### src/rtl/mpmc11_pkg.sv
// Shared types and command codes for the mpmc11 memory controller channel logic.
package mpmc11_pkg;

  typedef enum logic [2:0] {
    WSEQ_IDLE  = 3'd0,
    WSEQ_WDATA = 3'd1,
    WSEQ_WCMD  = 3'd2,
    WSEQ_RCMD  = 3'd3,
    WSEQ_DONE  = 3'd4
  } mpmc11_wseq_state_t;

  localparam logic [2:0] MPMC11_CMD_WRITE = 3'b000;
  localparam logic [2:0] MPMC11_CMD_READ  = 3'b001;

endpackage

### src/rtl/mpmc11_wdf_sequencer.sv
// Turns one command descriptor into per-beat app_en commands and, for writes,
// pushes each data beat into the write-data FIFO just ahead of its command.
//
// Handshakes: a transfer happens on a rising edge where valid and ready are both
// high (req_valid/req_ready, wdat_valid/wdat_ready, app_en/app_rdy,
// app_wdf_wren/app_wdf_rdy); the offering side holds its payload until then.
module mpmc11_wdf_sequencer
  import mpmc11_pkg::*;
#(
  parameter int DATA_WIDTH = 128,
  parameter int ADDR_WIDTH = 29,
  parameter int ADDR_STEP  = 8
) (
  input  logic                    clk,
  input  logic                    rst,
  input  logic                    req_valid,
  output logic                    req_ready,
  input  logic                    req_we,
  input  logic [ADDR_WIDTH-1:0]   req_addr,
  input  logic [5:0]              req_len,
  input  logic                    wdat_valid,
  output logic                    wdat_ready,
  input  logic [DATA_WIDTH-1:0]   wdat,
  input  logic [DATA_WIDTH/8-1:0] wmask,
  output logic                    app_en,
  output logic [2:0]              app_cmd,
  output logic [ADDR_WIDTH-1:0]   app_addr,
  input  logic                    app_rdy,
  output logic                    app_wdf_wren,
  output logic                    app_wdf_end,
  output logic [DATA_WIDTH-1:0]   app_wdf_data,
  output logic [DATA_WIDTH/8-1:0] app_wdf_mask,
  input  logic                    app_wdf_rdy,
  output logic                    busy,
  output logic                    done,
  output mpmc11_wseq_state_t      dbg_state
);

  localparam logic [ADDR_WIDTH-1:0] ADDR_INC = ADDR_WIDTH'(ADDR_STEP);

  mpmc11_wseq_state_t    state, state_nx;
  logic [ADDR_WIDTH-1:0] addr_r;
  logic [5:0]            beat_cnt;
  logic [5:0]            len_r;
  logic                  cmd_phase;
  logic                  last_beat;

  assign cmd_phase = (state == WSEQ_WCMD) || (state == WSEQ_RCMD);
  // Compared before the increment, so len_r = 63 completes without beat_cnt overflowing.
  assign last_beat = (beat_cnt == len_r);

  always_ff @(posedge clk or posedge rst) begin
    if (rst) state <= WSEQ_IDLE;
    else     state <= state_nx;
  end

  always_ff @(posedge clk or posedge rst) begin
    if (rst) begin
      addr_r   <= '0;
      beat_cnt <= '0;
      len_r    <= '0;
    end else if (state == WSEQ_IDLE && req_valid) begin
      addr_r   <= req_addr;
      len_r    <= req_len;
      beat_cnt <= '0;
    end else if (cmd_phase && app_rdy) begin
      addr_r   <= addr_r + ADDR_INC;
      beat_cnt <= beat_cnt + 6'd1;
    end
  end

  always_comb begin
    state_nx = state;
    unique case (state)
      WSEQ_IDLE:  if (req_valid) state_nx = req_we ? WSEQ_WDATA : WSEQ_RCMD;
      WSEQ_WDATA: if (wdat_valid && app_wdf_rdy) state_nx = WSEQ_WCMD;
      WSEQ_WCMD:  if (app_rdy) state_nx = last_beat ? WSEQ_DONE : WSEQ_WDATA;
      WSEQ_RCMD:  if (app_rdy && last_beat) state_nx = WSEQ_DONE;
      WSEQ_DONE:  state_nx = WSEQ_IDLE;
      default:    state_nx = WSEQ_IDLE;
    endcase
  end

  always_comb begin
    req_ready    = 1'b0;
    wdat_ready   = 1'b0;
    app_en       = 1'b0;
    app_cmd      = 3'b000;
    app_addr     = '0;
    app_wdf_wren = 1'b0;
    done         = 1'b0;
    unique case (state)
      WSEQ_IDLE:  req_ready = 1'b1;
      WSEQ_WDATA: begin
        wdat_ready   = app_wdf_rdy;
        app_wdf_wren = wdat_valid;
      end
      WSEQ_WCMD: begin
        app_en   = 1'b1;
        app_cmd  = MPMC11_CMD_WRITE;
        app_addr = addr_r;
      end
      WSEQ_RCMD: begin
        app_en   = 1'b1;
        app_cmd  = MPMC11_CMD_READ;
        app_addr = addr_r;
      end
      WSEQ_DONE:  done = 1'b1;
      default:    ;
    endcase
  end

  // Each beat is its own BL8 burst, so every strobed beat also ends its burst.
  assign app_wdf_end  = app_wdf_wren;
  assign app_wdf_data = wdat;
  assign app_wdf_mask = wmask;
  assign busy         = (state != WSEQ_IDLE);
  assign dbg_state    = state;

endmodule

### config.mk
export PLATFORM = sky130hd
export DESIGN_NAME = mpmc11_wdf_sequencer
export DESIGN_NICKNAME = d
export VERILOG_FILES = /design/src/rtl/mpmc11_pkg.sv /design/src/rtl/mpmc11_wdf_sequencer.sv
export SDC_FILE = /design/constraint.sdc
export NUM_CORES = 1
export LEC_CHECK = 0
export ABC_CLOCK_PERIOD_IN_PS = 2400
export CELL_PAD_IN_SITES_DETAIL_PLACEMENT = 0
export CELL_PAD_IN_SITES_GLOBAL_PLACEMENT = 2
export CORE_MARGIN = 2
export CORE_UTILIZATION = 15
export DETAILED_ROUTE_END_ITERATION = 6
export HOLD_SLACK_MARGIN = 0.06
export PLACE_DENSITY = 0.88
export SYNTH_ARGS = -nofsm -noshare
export SYNTH_HDL_FRONTEND = slang
export SYNTH_SLANG_ARGS = --single-unit
### constraint.sdc
create_clock -name clk -period 2.4 [get_ports clk]
set_input_delay 0.48 -clock clk [delete_from_list [all_inputs] [get_ports clk]]
set_output_delay 0.48 -clock clk [all_outputs]
set_load 0.005 [all_outputs]
### Word-level counts from Yosys, hierarchy flattened

Cells that the tools add are included.

| word-level totals | value |
|---|---|
| register bits after elaboration | 44 |
| bits of input ports | 186 |
| output and inout port bits | 186 |
| word-level logic and storage cells | 43 |

| cells by class | value |
|---|---|
| $add $sub $neg | 2 |
| equal/unequal tests | 9 |
| muxes and demuxes | 18 |
| reductions and logical operators | 10 |

Operators by type and width:

| kind | number |
|---|---|
| 29-bit 2-to-1 mux | 3 |
| 29-bit by 4-bit adder with 29-bit output (second input constant) | 1 |
| 3-bit 2-to-1 mux | 5 |
| 6-bit 2-to-1 mux | 2 |
| 3-bit one-hot mux with 4 select lines | 1 |
| 6-bit by 1-bit adder with 6-bit output (second input constant) | 1 |
| 3-bit by 2-bit == test with 1-bit output (second input constant) | 2 |
| 6-bit == test | 1 |
| 1-bit 2-to-1 mux | 6 |
| 2-bit != test (second input constant) | 3 |
| 1-bit logical AND | 4 |
| 4-bit AND reduction | 1 |
| 3-bit by 1-bit == test with 1-bit output (second input constant) | 1 |
| 3-bit == test (second input constant) | 1 |
| 3-bit zero test | 1 |
| 3-bit nonzero test | 1 |
| 2-bit 2-to-1 mux | 1 |
| 2-bit by 1-bit != test with 1-bit output (second input constant) | 1 |
| 2-bit nonzero test | 1 |
| 2-bit OR reduction | 1 |
| 1-bit logical OR | 1 |

### Logic depth before layout (Yosys ltp)

| logic depth | value |
|---|---|
| word-level depth | 5 |
| depth in mapped cells | 7 |
| depth with buffers taken out | 6 |

### Worst setup path before layout

OpenSTA, ideal clock, no wires.

| timing path | value |
|---|---|
| path kind | register to output |
| from | register state[0] (netlist: dbg_state[0]) |
| to | output app_wdf_wren |
| data arrival time | 1.339 ns |
| required time | 1.920 ns |
| path slack | 0.581 ns |
| stages on the path, launching flop included | 5 |
| buffers on the path | 2 |
| path through | dfrtp_1 > clkbuf_1 > inv_1 > nor4b_1 > buf_4 |

| on the way | value |
|---|---|
| word-level cells in the longest chain between the ends | 2 |

Ends and longest elaborated chain:

| what | RTL line | source |
|---|---|---|
| from (decl) | mpmc11_wdf_sequencer.sv:41 | `mpmc11_wseq_state_t state, state_nx;` |
| from (signal assigned) | mpmc11_wdf_sequencer.sv:54 | `else state <= state_nx;` |
| 3-bit by 1-bit == test with 1-bit output | mpmc11_wdf_sequencer.sv:92 | `unique case (state)` |
| 1-bit 2-to-1 mux | mpmc11_wdf_sequencer.sv:92 |  |
| to (decl) | mpmc11_wdf_sequencer.sv:29 | `output logic app_wdf_wren,` |

Every way passes these cells.

### Final worst setup path

| timing path | value |
|---|---|
| from | register state[1] (netlist: dbg_state[1]) |
| to | output app_addr[8] |

| on the way | value |
|---|---|
| word-level cells in the longest chain between the ends | 3 |
| elaborated cells on any way between the ends | 4 |
| those cells by class | eq/ne (2); mux (1); reduce/logical (1) |

Ends and longest elaborated chain:

| what | RTL line | source |
|---|---|---|
| 3-bit by 2-bit == test with 1-bit output | mpmc11_wdf_sequencer.sv:92 |  |
| 2-bit OR reduction (no line) (*) | -- |  |
| 29-bit 2-to-1 mux (*) | mpmc11_wdf_sequencer.sv:92 |  |
| to (decl) | mpmc11_wdf_sequencer.sv:27 | `output logic [ADDR_WIDTH-1:0] app_addr,` |

Every way passes the cells marked *; elsewhere a longest branch is shown, timed or not.

==> impl_metrics.toml <==
[clocking]
cts_tree = "done"
clock_latency_ns = 0.29
cts-buffers-inserted = 5
clk_pin_slew_ns = 0.06
cts.sinks = 44
cts_buffer_depth = 2
postCtsSetupRepairBufs = 0
root_buffer = "clkbuf_16"
cts_hold_buf = 0
htree_levels = 2

[place]
hpwl_um = 8691
gp_congestion = 0.7385
io_buffers = 81

[synth]
async_reset_ff_share_pct = 100.0
yosys.cell_types.count = 46
netlist_area_um2 = 3701
ys_dominant_reg_cell = "dfrtp_1"
syn-mean-instance-area_um2 = 8.280
synth_warnings = 0
synth_edf_count = 0
synth-seq-cells = 44
syn_inst = 447
ys_seq_area_share_pct = 29.75

[finish]
num-nets-final = 577
n_antenna_cell = 0
area_delta_synth_final_pct = 11.26
fillers = 2763
drive_above_1_share_pct = 10.54
layout_commonest_cell = "clkdlybuf4s50_1"
postLayoutCoreUtil_pct = 16.98
layout_common_cells = "clkdlybuf4s50_1, nand2_1, dfrtp_1"

[floorplan]
io_pins = 372
initial_utilization_pct = 15.26
die_h_um = 161.1
num_rows = 57
fp.coreArea_um2 = 24250
die_area_um2 = 25950
die_w_um = 161.1

[run]
cap_viol_max_count = 0

[timing]
max_freq_ghz = 0.4373
slew_violations = 0
clock_skew_ns = 0.01219
rsz0062_at_grt = "no"
slew_headroom_pct = 57.10
period_minus_slack_ns = 2.287
finalCritPeriodShare_pct = 95.28
tightest_slew_ns = 0.6434
holdWs_ns = 0.4708
hold_violations = 0
setup_viol = 0

[worst_setup_path]
reg2reg_depth = 6
r2r_slack_ns = 0.43
crit_type = "reg -> out"
arrival_ns = 1.81
end_kind = "primary output"
worst_r2r_endpoint = "addr_r[24]$_DFFE_PP0P_"
r2r_start = "dbg_state[2]$_DFFE_PP0P_"
critPathLaunchType = "flop"
path_max_fanout = 28
required_ns = 1.92
crit_path_start = "dbg_state[1]$_DFFE_PP0P_"

[grt]
grt_max_degree = 45
grt_remaining_overflow = 0
use_met2_pct = 12.50
antenna_found_initial = 1
grtUsageTotal_pct = 8.301
use_met1_pct = 9.296
grt_pass1_vias = 2619
grt_pass1_wl_um = 16200
use_met3_pct = 3.852
grt_busiest_layer = "met2"

[detailed_routing]
routedWlPerCell_um = 15.53
drtAntennaViolNets = 0
vias = 2538
finalWirelength_um = 11070
drc = 0
drtIter0Drc = 75
viasPerCell = 3.560
firstDrtPassIters = 4

[hold_path]
hold_start = "addr_r[2]$_DFFE_PP0P_"
worstHoldPathCells = 2
hold_end = "addr_r[2]$_DFFE_PP0P_"
hold_path_class = "reg -> reg"

[power_and_ir_drop]
power_density_nw_per_um2 = 1115
leakagePower_nw = 1.565
power_mw = 4.593
vdd_drop_max_uv = 411.6

[outcome]
status = "finished, final reports clean"
[critical path, cell delays in order, from the launching register on]
cell and delay (ns):
dfrtp_2 0.44, nor2b_4 0.20, buf_12 0.17, and2_1 0.17
clkdlybuf4s50_1 0.53
[stage by stage]
stage	area [µm²]	setup TNS [ns]	cells	setup slack, ns
after floorplan	3705	0	448	0.5810
after global placement	3916	0	706	0.02857
after detailed placement	3916	0	706	0.04560
after CTS	4113	-0.005614	713	-0.005614
after global routing	4118	0	713	0.001529
final	4118	0	713	0.1132
[Yosys cell counts (3+ instances only)]
cell        n  share of area, %
dfrtp_1    44                30
buf_2       3              0.41
nor4_2      4               1.4
xor2_1     15               3.5
a21oi_1     6              0.81
nand2_1    65               6.6
o21ai_0    11               1.5
nand3_1     5              0.68
nand4_1     9               1.5
xnor2_1    19               4.5
clkbuf_1   11               1.1
nor3_1      9               1.2
nor2_1     16               1.6
inv_1       5              0.51
o21ai_1     9               1.2
and3_1      3              0.51
and2_1     31               5.2
buf_4     147                30
[power breakdown]
group	internal [mW]	switching (mW)
Combinational	1.23	1.02
Sequential	1.07	0.372
Clock	0.592	0.307
[metal layers]
metal	vias to the layer above	wire length, µm
met1	1167	4415
li1	1184	-
met2	117	4850
met3	70	1119
met4	0	687
met5	-	0
[timing repair]
action / in CTS / in global routing
resized for setup: 2 / 3
gates cloned: 0 / 0
endpoints found under the setup margin: 1 / 24
hold endpoints to repair: 0 / 0
[state kept, by name, indices dropped and copies added, names as in the netlist]
register,flops
addr_r,29
beat_cnt,6
len_r,6
dbg_state,3
[cell families (layout without fill, tap and decap cells)]
| kind of cell | count (synthesis) | count (layout) | share of synthesized area, % |
|---|---|---|---|
| and+or+nand+nor | 163 | 163 | 23.53 |
| xor gates and xnor gates | 34 | 34 | 8.046 |
| DFF | 44 | 44 | 29.75 |
| buffers and inverters | 167 | 108 | 31.95 |
| other | 1 | 2 | 0.1013 |
| adders and majority gates | 2 | 2 | 0.6760 |
| AOI/OAI and AO/OA | 36 | 36 | 5.950 |
[worst max-delay path by stage]
stage	depth (start not counted)	to	slack, ns
finish	4	app_addr[8]	0.11
global route	4	app_addr[3]	0.002
CTS	4	app_addr[28]	-0.006
detailed placement	3	app_wdf_wren	0.05
global placement	3	app_wdf_end	0.03
floorplan	4	app_wdf_wren	0.58
[final cells by class]
class / count / area (µm²) / share of cell area, %
tap: 324 / 405.4 / 9.845
timing repair buffer: 96 / 963.4 / 23.40
sequential: 44 / 1104 / 26.80
multi-input combinational: 237 / 1441 / 35.00
clock inverter: 2 / 60.06 / 1.459
clock buffer: 5 / 125.1 / 3.039
inverter: 5 / 18.77 / 0.4558
No activity file was read; power rests on OpenSTA's default activity.
